--- src/rtl/pkt_rx_classifier.sv ---
// Receive-side classifier: buffers the Ethernet header in a delay line, decides
// NMAC/PTP/other admission and TSN class, truncates or drops bad frames, keeps statistics.
module pkt_rx_classifier #(
  parameter int          DW        = 8,
  parameter int          TS_W      = 19,
  parameter int          HDR_LEN   = 14,
  parameter int          MAX_LEN   = 2048,
  parameter int          CNT_W     = 16,
  parameter logic [15:0] NMAC_TYPE = 16'h1662,
  parameter logic [15:0] PTP_TYPE  = 16'h88F7
) (
  input  logic            clk_sys,
  input  logic            reset_n,
  input  logic            port_type,
  input  logic [1:0]      cfg_finish,
  input  logic [DW:0]     iv_data,
  input  logic            i_data_wr,
  input  logic [TS_W-1:0] iv_timer,
  output logic [DW:0]     ov_data,
  output logic            o_data_wr,
  output logic [TS_W-1:0] ov_rec_ts,
  output logic            o_tsn_en,
  output logic            o_pkt_valid_pulse,
  output logic            o_pkt_drop_pulse,
  output logic [CNT_W-1:0] ov_accept_cnt,
  output logic [CNT_W-1:0] ov_drop_cnt,
  output logic [CNT_W-1:0] ov_err_cnt,
  output logic [1:0]      ov_state
);

  localparam int WC_W = $clog2(MAX_LEN) + 1;

  localparam logic [1:0] S_IDLE = 2'd0;
  localparam logic [1:0] S_HEAD = 2'd1;
  localparam logic [1:0] S_PASS = 2'd2;
  localparam logic [1:0] S_DISC = 2'd3;

  logic [DW:0]        r_sl_data [HDR_LEN];
  logic [HDR_LEN-1:0] r_sl_vld;
  logic [HDR_LEN-1:0] r_sl_pass;
  logic [HDR_LEN-1:0] r_sl_force;
  logic [HDR_LEN-1:0] r_sl_sof;

  logic [1:0]       r_state;
  logic [1:0]       w_state_nxt;
  logic [WC_W-1:0]  r_wcnt;
  logic [WC_W-1:0]  w_wcnt_nxt;
  logic [WC_W-1:0]  w_wcnt_inc;
  logic [TS_W-1:0]  r_ts_pend;
  logic [TS_W-1:0]  r_rec_ts;
  logic             r_tsn;
  logic [7:0]       r_byte0;
  logic [7:0]       r_et_hi;
  logic [7:0]       r_et_lo;
  logic             r_drop_pulse;
  logic [CNT_W-1:0] r_acc_cnt;
  logic [CNT_W-1:0] r_drop_cnt;
  logic [CNT_W-1:0] r_err_cnt;

  logic        w_flag;
  logic [15:0] w_etype;
  logic        w_decide;
  logic        w_accept;
  logic        w_tsn;
  logic        w_store;
  logic        w_pass_new;
  logic        w_sof_new;
  logic        w_force_new;
  logic        w_force_prev;
  logic        w_tag_all;
  logic        w_decide_acc;
  logic        w_take_ts;
  logic        w_drop;
  logic        w_err;
  logic        w_out_vld;
  logic        w_out_flag;
  logic        w_out_eof;

  function automatic logic [CNT_W-1:0] sat_inc(input logic [CNT_W-1:0] v);
    return (&v) ? v : v + 1'b1;
  endfunction

  assign w_flag     = iv_data[DW];
  assign w_wcnt_inc = r_wcnt + 1'b1;
  // With the minimum header depth the EtherType low byte arrives on the decision word itself.
  assign w_etype    = {r_et_hi, (r_wcnt == WC_W'(13)) ? iv_data[7:0] : r_et_lo};
  assign w_decide   = (r_state == S_HEAD) && i_data_wr && (r_wcnt == WC_W'(HDR_LEN-1));
  assign w_accept   = (w_etype == NMAC_TYPE) || ((w_etype == PTP_TYPE) && (cfg_finish != 2'b00))
                      || cfg_finish[1];
  assign w_tsn      = port_type ? (w_etype == 16'h8100) : r_byte0[7];

  always_comb begin
    w_state_nxt  = r_state;
    w_wcnt_nxt   = r_wcnt;
    w_store      = 1'b0;
    w_pass_new   = 1'b0;
    w_sof_new    = 1'b0;
    w_force_new  = 1'b0;
    w_force_prev = 1'b0;
    w_tag_all    = 1'b0;
    w_decide_acc = 1'b0;
    w_take_ts    = 1'b0;
    w_drop       = 1'b0;
    w_err        = 1'b0;
    unique case (r_state)
      S_IDLE: begin
        if (i_data_wr && w_flag) begin
          w_store     = 1'b1;
          w_sof_new   = 1'b1;
          w_take_ts   = 1'b1;
          w_wcnt_nxt  = WC_W'(1);
          w_state_nxt = S_HEAD;
        end
      end
      S_HEAD: begin
        if (!i_data_wr) begin
          w_drop      = 1'b1;
          w_err       = 1'b1;
          w_state_nxt = S_IDLE;
        end else begin
          w_store    = 1'b1;
          w_wcnt_nxt = w_wcnt_inc;
          if (w_decide) begin
            if (w_accept) begin
              w_tag_all    = 1'b1;
              w_decide_acc = 1'b1;
              w_state_nxt  = w_flag ? S_IDLE : S_PASS;
            end else begin
              w_drop      = 1'b1;
              w_state_nxt = w_flag ? S_IDLE : S_DISC;
            end
          end else if (w_flag) begin
            w_drop      = 1'b1;
            w_state_nxt = S_IDLE;
          end
        end
      end
      S_PASS: begin
        if (!i_data_wr) begin
          w_force_prev = 1'b1;
          w_err        = 1'b1;
          w_state_nxt  = S_DISC;
        end else begin
          w_store    = 1'b1;
          w_pass_new = 1'b1;
          w_wcnt_nxt = w_wcnt_inc;
          if (w_flag) begin
            w_state_nxt = S_IDLE;
          end else if (w_wcnt_inc == WC_W'(MAX_LEN)) begin
            w_force_new = 1'b1;
            w_err       = 1'b1;
            w_state_nxt = S_DISC;
          end
        end
      end
      default: begin
        if (i_data_wr && w_flag) w_state_nxt = S_IDLE;
      end
    endcase
  end

  always_ff @(posedge clk_sys or negedge reset_n) begin
    if (!reset_n) begin
      r_state   <= S_IDLE;
      r_wcnt    <= '0;
      r_ts_pend <= '0;
      r_rec_ts  <= '0;
      r_tsn     <= 1'b0;
      r_byte0   <= '0;
      r_et_hi   <= '0;
      r_et_lo   <= '0;
    end else begin
      r_state <= w_state_nxt;
      r_wcnt  <= w_wcnt_nxt;
      if (w_take_ts) begin
        r_ts_pend <= iv_timer;
        r_byte0   <= iv_data[7:0];
      end
      if ((r_state == S_HEAD) && i_data_wr && (r_wcnt == WC_W'(12))) r_et_hi <= iv_data[7:0];
      if ((r_state == S_HEAD) && i_data_wr && (r_wcnt == WC_W'(13))) r_et_lo <= iv_data[7:0];
      // Word 0 reaches the output slot on this same edge, so the frame's timestamp moves with it.
      if (w_decide_acc) begin
        r_rec_ts <= r_ts_pend;
        r_tsn    <= w_tsn;
      end
    end
  end

  always_ff @(posedge clk_sys or negedge reset_n) begin
    if (!reset_n) begin
      for (int i = 0; i < HDR_LEN; i++) r_sl_data[i] <= '0;
      r_sl_vld   <= '0;
      r_sl_pass  <= '0;
      r_sl_force <= '0;
      r_sl_sof   <= '0;
    end else begin
      r_sl_data[0]  <= w_store ? iv_data : '0;
      r_sl_vld[0]   <= w_store;
      r_sl_pass[0]  <= w_pass_new | w_tag_all;
      r_sl_force[0] <= w_force_new;
      r_sl_sof[0]   <= w_sof_new;
      // At the decision edge every slot below the output holds this frame's header.
      for (int i = 1; i < HDR_LEN; i++) begin
        r_sl_data[i]  <= r_sl_data[i-1];
        r_sl_vld[i]   <= r_sl_vld[i-1];
        r_sl_pass[i]  <= r_sl_pass[i-1] | w_tag_all;
        r_sl_force[i] <= r_sl_force[i-1] | (w_force_prev && (i == 1));
        r_sl_sof[i]   <= r_sl_sof[i-1];
      end
    end
  end

  assign w_out_vld  = r_sl_vld[HDR_LEN-1] & r_sl_pass[HDR_LEN-1];
  assign w_out_flag = r_sl_data[HDR_LEN-1][DW] | r_sl_force[HDR_LEN-1];
  assign w_out_eof  = w_out_vld & w_out_flag & ~r_sl_sof[HDR_LEN-1];

  always_ff @(posedge clk_sys or negedge reset_n) begin
    if (!reset_n) begin
      r_drop_pulse <= 1'b0;
      r_acc_cnt    <= '0;
      r_drop_cnt   <= '0;
      r_err_cnt    <= '0;
    end else begin
      r_drop_pulse <= w_drop;
      if (w_out_eof) r_acc_cnt  <= sat_inc(r_acc_cnt);
      if (w_drop)    r_drop_cnt <= sat_inc(r_drop_cnt);
      if (w_err)     r_err_cnt  <= sat_inc(r_err_cnt);
    end
  end

  assign ov_data           = w_out_vld ? {w_out_flag, r_sl_data[HDR_LEN-1][DW-1:0]} : '0;
  assign o_data_wr         = w_out_vld;
  assign ov_rec_ts         = r_rec_ts;
  assign o_tsn_en          = r_tsn;
  assign o_pkt_valid_pulse = w_out_eof;
  assign o_pkt_drop_pulse  = r_drop_pulse;
  assign ov_accept_cnt     = r_acc_cnt;
  assign ov_drop_cnt       = r_drop_cnt;
  assign ov_err_cnt        = r_err_cnt;
  assign ov_state          = r_state;

endmodule

--- config.mk ---
export PLATFORM = sky130hd
export DESIGN_NAME = pkt_rx_classifier
export DESIGN_NICKNAME = d
export VERILOG_FILES = /design/src/rtl/pkt_rx_classifier.sv
export SDC_FILE = /design/constraint.sdc
export NUM_CORES = 1
export LEC_CHECK = 0
export BUFFER_PORTS_ARGS = -buffer_cell sky130_fd_sc_hd__buf_2
export CELL_PAD_IN_SITES_DETAIL_PLACEMENT = 2
export CELL_PAD_IN_SITES_GLOBAL_PLACEMENT = 2
export CORE_UTILIZATION = 37
export CTS_CLUSTER_SIZE = 14
export DETAILED_ROUTE_END_ITERATION = 12
export PLACE_DENSITY = 0.83
export SLEW_MARGIN = 10
export SYNTH_ARGS = -nofsm -noshare
export SYNTH_HDL_FRONTEND = slang
export SYNTH_SLANG_ARGS = --single-unit
--- constraint.sdc ---
create_clock -name clk_sys -period 2.27 [get_ports clk_sys]
set_input_delay 0.3405 -clock clk_sys [delete_from_list [all_inputs] [get_ports clk_sys]]
set_output_delay 0.3405 -clock clk_sys [all_outputs]
set_load 0.01 [all_outputs]
# Yosys cells after proc, flatten, opt, wreduce, memory -nomap -nowiden
# Index checks and enable logic that the tools add are counted.
[op_classes]
n_reduce_logical = 20
eq_ne = 12
n_bitwise = 23
mux = 41
add_sub_neg = 4
[op_table]
columns = ["operator", "count"]
rows = [
  ["16-bit by 1-bit adder with 16-bit output (second input constant)", 3],
  ["16-bit AND reduction", 3],
  ["16-bit == test (second input constant)", 2],
  ["12-bit by 4-bit == test with 1-bit output (second input constant)", 2],
  ["12-bit two-way mux", 2],
  ["12-bit one-hot mux with 2 select lines", 1],
  ["2-bit two-way mux", 11],
  ["1-bit two-way mux", 21],
  ["9-bit two-way mux", 2],
  ["16-bit by 13-bit == test with 1-bit output (second input constant)", 1],
  ["1-bit bitwise OR", 16],
  ["12-bit by 1-bit adder with 12-bit output (second input constant)", 1],
  ["12-bit == test (second input constant)", 1],
  ["8-bit two-way mux", 1],
  ["4-bit != test (second input constant)", 2],
  ["2-bit one-hot mux with 3 select lines", 1],
  ["2-bit AND reduction", 3],
  ["1-bit logical AND", 5],
  ["1-bit inverter", 4],
  ["1-bit one-hot mux with 2 select lines", 2],
  ["4-bit AND reduction", 1],
  ["2-bit nonzero test", 2],
  ["1-bit bitwise AND", 3],
  ["3-bit AND reduction", 1],
  ["8 further kinds", 9],
]
[word_totals]
elab_cells = 130
out_inout_bits = 82
register_bits = 308
in_bits = 34

# Longest topological paths before layout
[logic_depth]
ltp_word = 11
depth_mapped = 10
depth_no_buf = 8

# Worst setup path before layout
# No wires, ideal clock.
[synth_path]
path_type = "register to register"
from = "reg r_wcnt[0]"
to = "reg r_err_cnt[14], in the netlist ov_err_cnt[14]"
setup_slack_ps = -117
setup_ps = 79
n_path_buf = 2
period_less_slack_ps = 2387
path_stages_with_launch = 11
t_required_ps = 2191
t_arrival_ps = 2308
path_cell_list = "dfrtp_1 > ha_1 > buf_2 > and3_1 > a21o_1 > a21oi_1 > o2111ai_2 > o22a_2 > buf_6 > nor4_2 > xor2_1"
[synth_via]
elab_chain_len = 7
[synth_rtl]
columns = ["element", "line", "text"]
rows = [
  ["start: declaration", "46", "logic [WC_W-1:0] r_wcnt;"],
  ["start signal: assignment", "174", "r_wcnt <= w_wcnt_nxt;"],
  ["12-bit by 1-bit adder with 12-bit output", "84", "assign w_wcnt_inc = r_wcnt + 1'b1;"],
  ["12-bit == test", "149", "end else if (w_wcnt_inc == WC_W'(MAX_LEN)) begin"],
  ["1-bit two-way mux", "149", ""],
  ["1-bit two-way mux", "147", "if (w_flag) begin"],
  ["1-bit two-way mux", "139", "if (!i_data_wr) begin"],
  ["1-bit one-hot mux with 2 select lines", "105", "unique case (r_state)"],
  ["2-bit AND reduction (no line)", "n/a", ""],
  ["end signal: assignment", "227", "if (w_err) r_err_cnt <= sat_inc(r_err_cnt);"],
  ["end: declaration", "58", "logic [CNT_W-1:0] r_err_cnt;"],
]
# Every way passes these cells.
# A chain may end at the register's enable or synchronous reset.

# Final worst setup path
[layout_path]
from = "reg r_et_hi[1]"
to = "reg r_drop_cnt[15], in the netlist ov_drop_cnt[15]"
[layout_via]
elab_chain_len = 9
word_cells_on_any_way = 10
[layout_rtl]
columns = ["element", "line", "text"]
rows = [
  ["start: declaration", "53", "logic [7:0] r_et_hi;"],
  ["start signal: assignment", "179", "if ((r_state == S_HEAD) && i_data_wr && (r_wcnt == WC_W'(12))) r_et_hi <= iv_data[7:0];"],
  ["16-bit == test", "88", "assign w_accept = (w_etype == NMAC_TYPE) || ((w_etype == PTP_TYPE) && (cfg_finish != 2'b00))"],
  ["1-bit logical AND", "88", ""],
  ["1-bit logical OR (*)", "88", ""],
  ["1-bit logical OR (*)", "89", "|| cfg_finish[1];"],
  ["1-bit two-way mux (*)", "124", "if (w_accept) begin"],
  ["1-bit two-way mux (*)", "123", "if (w_decide) begin"],
  ["1-bit two-way mux (*)", "116", "if (!i_data_wr) begin"],
  ["1-bit two-way mux (*)", "105", ""],
  ["2-bit AND reduction (no line) (*)", "n/a", ""],
  ["end signal: assignment", "226", "if (w_drop) r_drop_cnt <= sat_inc(r_drop_cnt);"],
  ["end: declaration", "57", "logic [CNT_W-1:0] r_drop_cnt;"],
]
# Mark *: on every way between the ends. The rest lies on a longest branch, timed or not.

==> results.yml <==
worst_setup_path:
  max_stage_delay_ps: 540
  cp-start-kind: "flop"
  cp_top_family: "simple AND/OR/NAND/NOR gates"
  slowest_stage: "or4b_4"
  path_cells: "or4b_4 -> or4_4 -> a21oi_4 -> nor2_4 -> a31o_4 -> buf_12 -> nand4_1 -> xnor2_1"
  worst_setup_path_endpoint: "ov_drop_cnt[15]"
  r2r-end: "ov_drop_cnt[15]"
  r2r_setup_slack_ps: -210
  worstReg2RegStart: "r_et_hi[1]"
  cp.arrival_ps: 2920
  worstSetupPathType: "reg -> reg"
  reg2reg_depth: 8
  worstPathRequired_ps: 2720
  cp-end-kind: "flop"
  crit_cells: 8
  crit_path_max_fanout: 8
  critical_path_buf_inv_count: 1
  startpoint: "r_et_hi[1]"
pwr:
  p_clk_frac: 0.367
  irDropWorstVdd_v: 0.0006483
  netSwitchingFraction: 0.2725
  power.share.combinational: 0.157
  power.leakage_nw: 6.972
  power_frac_seq: 0.476
  p_int_mw: 10.20
  power.density_mw_per_mm2: 1020
  switchingPower_mw: 3.821
drt:
  first_pass_iters: 4
  totalWireLength_mm: 28.24
  dr_total_vias: 6490
  wire_per_inst_um: 21.37
  drcViolationCount: 0
  ant_nets: 0
  drtIter0Drc: 356
  vias_per_cell: 4.913
grt:
  grt.total_usage: 0.1796
  antenna_found_initial: 0
  grt_max_degree: 94
  grt_pass1_wl_mm: 40.94
  grt_pass1_vias: 7369
  grt_overflow: 0
yosys:
  synth_largest_area_cell: "dfrtp_1"
  ys_types: 64
  synthTopCellsByArea: "dfrtp_1 72%, mux2_2 6.5%, xnor2_1 1.9%"
  synth-seq-cells: 301
  netlist_area_mm2: 0.01053
  synth.net_count: 760
  yosys_warnings: 0
  synth-edff-count: 0
  post-synth-top-area-fraction: 0.7153
  yosysSeqAreaShare: 0.7153
  synth_most_common_cell: "dfrtp_1"
  synth_ff_type: "dfrtp_1"
  synthTopCellsByCount: "301 x dfrtp_1, 61 x mux2_2, 45 x nand2_1"
  synth_cells: 715
  syn_avg_cell_area_um2: 14.73
  ys_async_sr_fraction: 1.000
floorplanning:
  start_util: 0.3780
  core-area_mm2: 0.02786
  die_h_um: 170.7
  ios: 116
  num_rows: 61
  dieArea_mm2: 0.02914
  die_w_um: 170.7
layout:
  area_growth_pct: 30.60
  layout-drive-gt1-share: 0.3966
  final_core_util: 0.4936
  diodes: 0
  nFillCells: 2649
  design_area_mm2: 0.01375
  nNetsFinal: 964
cts:
  cts-buffers-inserted: 31
  cts_max_path_buffers: 3
  cts_tree: "done"
  clkSlewWorstSetupHoldPaths_ps: 60
  cts-root-buf: "clkbuf_16"
  clock_sinks: 301
  clock_latency_ps: 560
  cts_max_level: 1
timing:
  grt_setup_unrepaired: "true"
  worst-slew-pin-transition_ps: 835.3
  drv_slew: 0
  period_minus_slack_ps: 2476
  slew_headroom: 0.4411
  final_hold_viol_count: 0
  timing.final.ws_setup_ps: -205.6
  clock.fmax_mhz: 403.9
  skew_ps: 11.91
  holdWs_ps: 18.26
  post-route-period-util: 1.091
  setup_viol: 55
run_status:
  status: "finished, violations left"
  violations: "setup timing"
placement:
  gp_routability_congestion: 0.7506
  pre_cts_ws_ps: -195.2
  place_area_mm2: 0.01202
  io_buffers: 115
  post-dp-hpwl_mm: 16.44
worst_hold_path:
  min_path_type: "in -> reg"
flow_run:
  cap_violations: 0
==> kinds of logic after synthesis <==
logic type | Yosys count | share of synthesized area
compound gates | 52 | 0.03458
xor+xnor | 47 | 0.03980
fa+ha+maj | 11 | 0.01307
buf+inv | 29 | 0.01461
flops | 301 | 0.7153
mux | 62 | 0.06618
simple gates | 213 | 0.1164
==> power by group through the flow <==
stage / clock network [mW] / logic, mW / registers [mW]
floorplan: 0 / 0.903 / 6.66
global route: 5.47 / 2.37 / 6.77
detailed placement: 0 / 1.75 / 6.73
CTS: 5.26 / 1.92 / 6.67
finish: 5.14 / 2.21 / 6.68
global placement: 0 / 1.66 / 6.61
==> how the worst min path moves through the flow <==
stage | cells past startpoint | slack (ps) | from | end
final | 2 | 20 | iv_timer[12] | r_ts_pend[12]
after global routing | 2 | 4 | iv_timer[13] | r_ts_pend[13]
after CTS | 2 | 3 | iv_timer[12] | r_ts_pend[12]
after detailed placement | 1 | 180 | reset_n | r_sl_data[6]
after global placement | 1 | 170 | reset_n | r_sl_data[6]
after floorplan | 0 | 40 | reset_n | o_pkt_drop_pulse
==> placed cells by master, fill, tap and decap left out, types with 11 or more instances in the layout <==
master / n
dfrtp_1: 298
buf_2: 114
mux2_2: 58
buf_4: 56
nand2_1: 40
clkbuf_16: 33
xor2_1: 23
and3_1: 22
nand3_1: 19
o21ai_0: 19
nor2_1: 18
xnor2_1: 17
and2_1: 15
nand4_1: 15
inv_1: 11
==> registers in the layout, indices dropped and copies added, names as in the netlist, 16 cells and up <==
name / cells
r_ts_pend: 19
r_sl_data: 126
ov_err_cnt: 16
ov_drop_cnt: 16
ov_accept_cnt: 16
ov_rec_ts: 19
==> routing by layer <==
layer  routed length [um]  share of wire  vias up  GRT usage
met3                 1109          0.039       65    0.02938
met1                10890           0.39     3389     0.2109
met4                  965          0.034        0    0.05131
met2                15270           0.54      161     0.3352
li1                     -              -     2875          -
met5                    0              0        -          0
==> timing repair <==
| action | 4_1_cts | 5_1_grt |
|---|---|---|
| gates resized for setup | 33 | 62 |
| setup endpoints to repair | 61 | 74 |
| cloned | 0 | 3 |
| endpoints found under the hold margin | 301 | 0 |
| hold buffers | 1 | 0 |
| pin swaps | 17 | 19 |
| buffers inserted | 8 | 7 |
==> area by class of cell <==
type | instances | area, um^2 | area share
multi-input combinational | 385 | 3332 | 0.2423
inverter | 11 | 41.29 | 0.003002
sequential | 301 | 7536 | 0.5480
clock inverter | 8 | 105.1 | 0.007643
tap | 378 | 473.0 | 0.03439
timing repair buffer | 189 | 1321 | 0.09608
clock buffer | 49 | 943.4 | 0.06860
==> metrics by stage <==
| stage | total power [mW] | instances | TNS, ps |
|---|---|---|---|
| finish | 14.02 | 1321 | -5028 |
| global placement | 8.278 | 1245 | -3754 |
| CTS | 13.85 | 1311 | -2820 |
| detailed placement | 8.487 | 1245 | -3403 |
| floorplan | 7.562 | 715 | 0 |
| global route | 14.61 | 1321 | -10450 |
No activity file was read; power rests on OpenSTA's default activity.
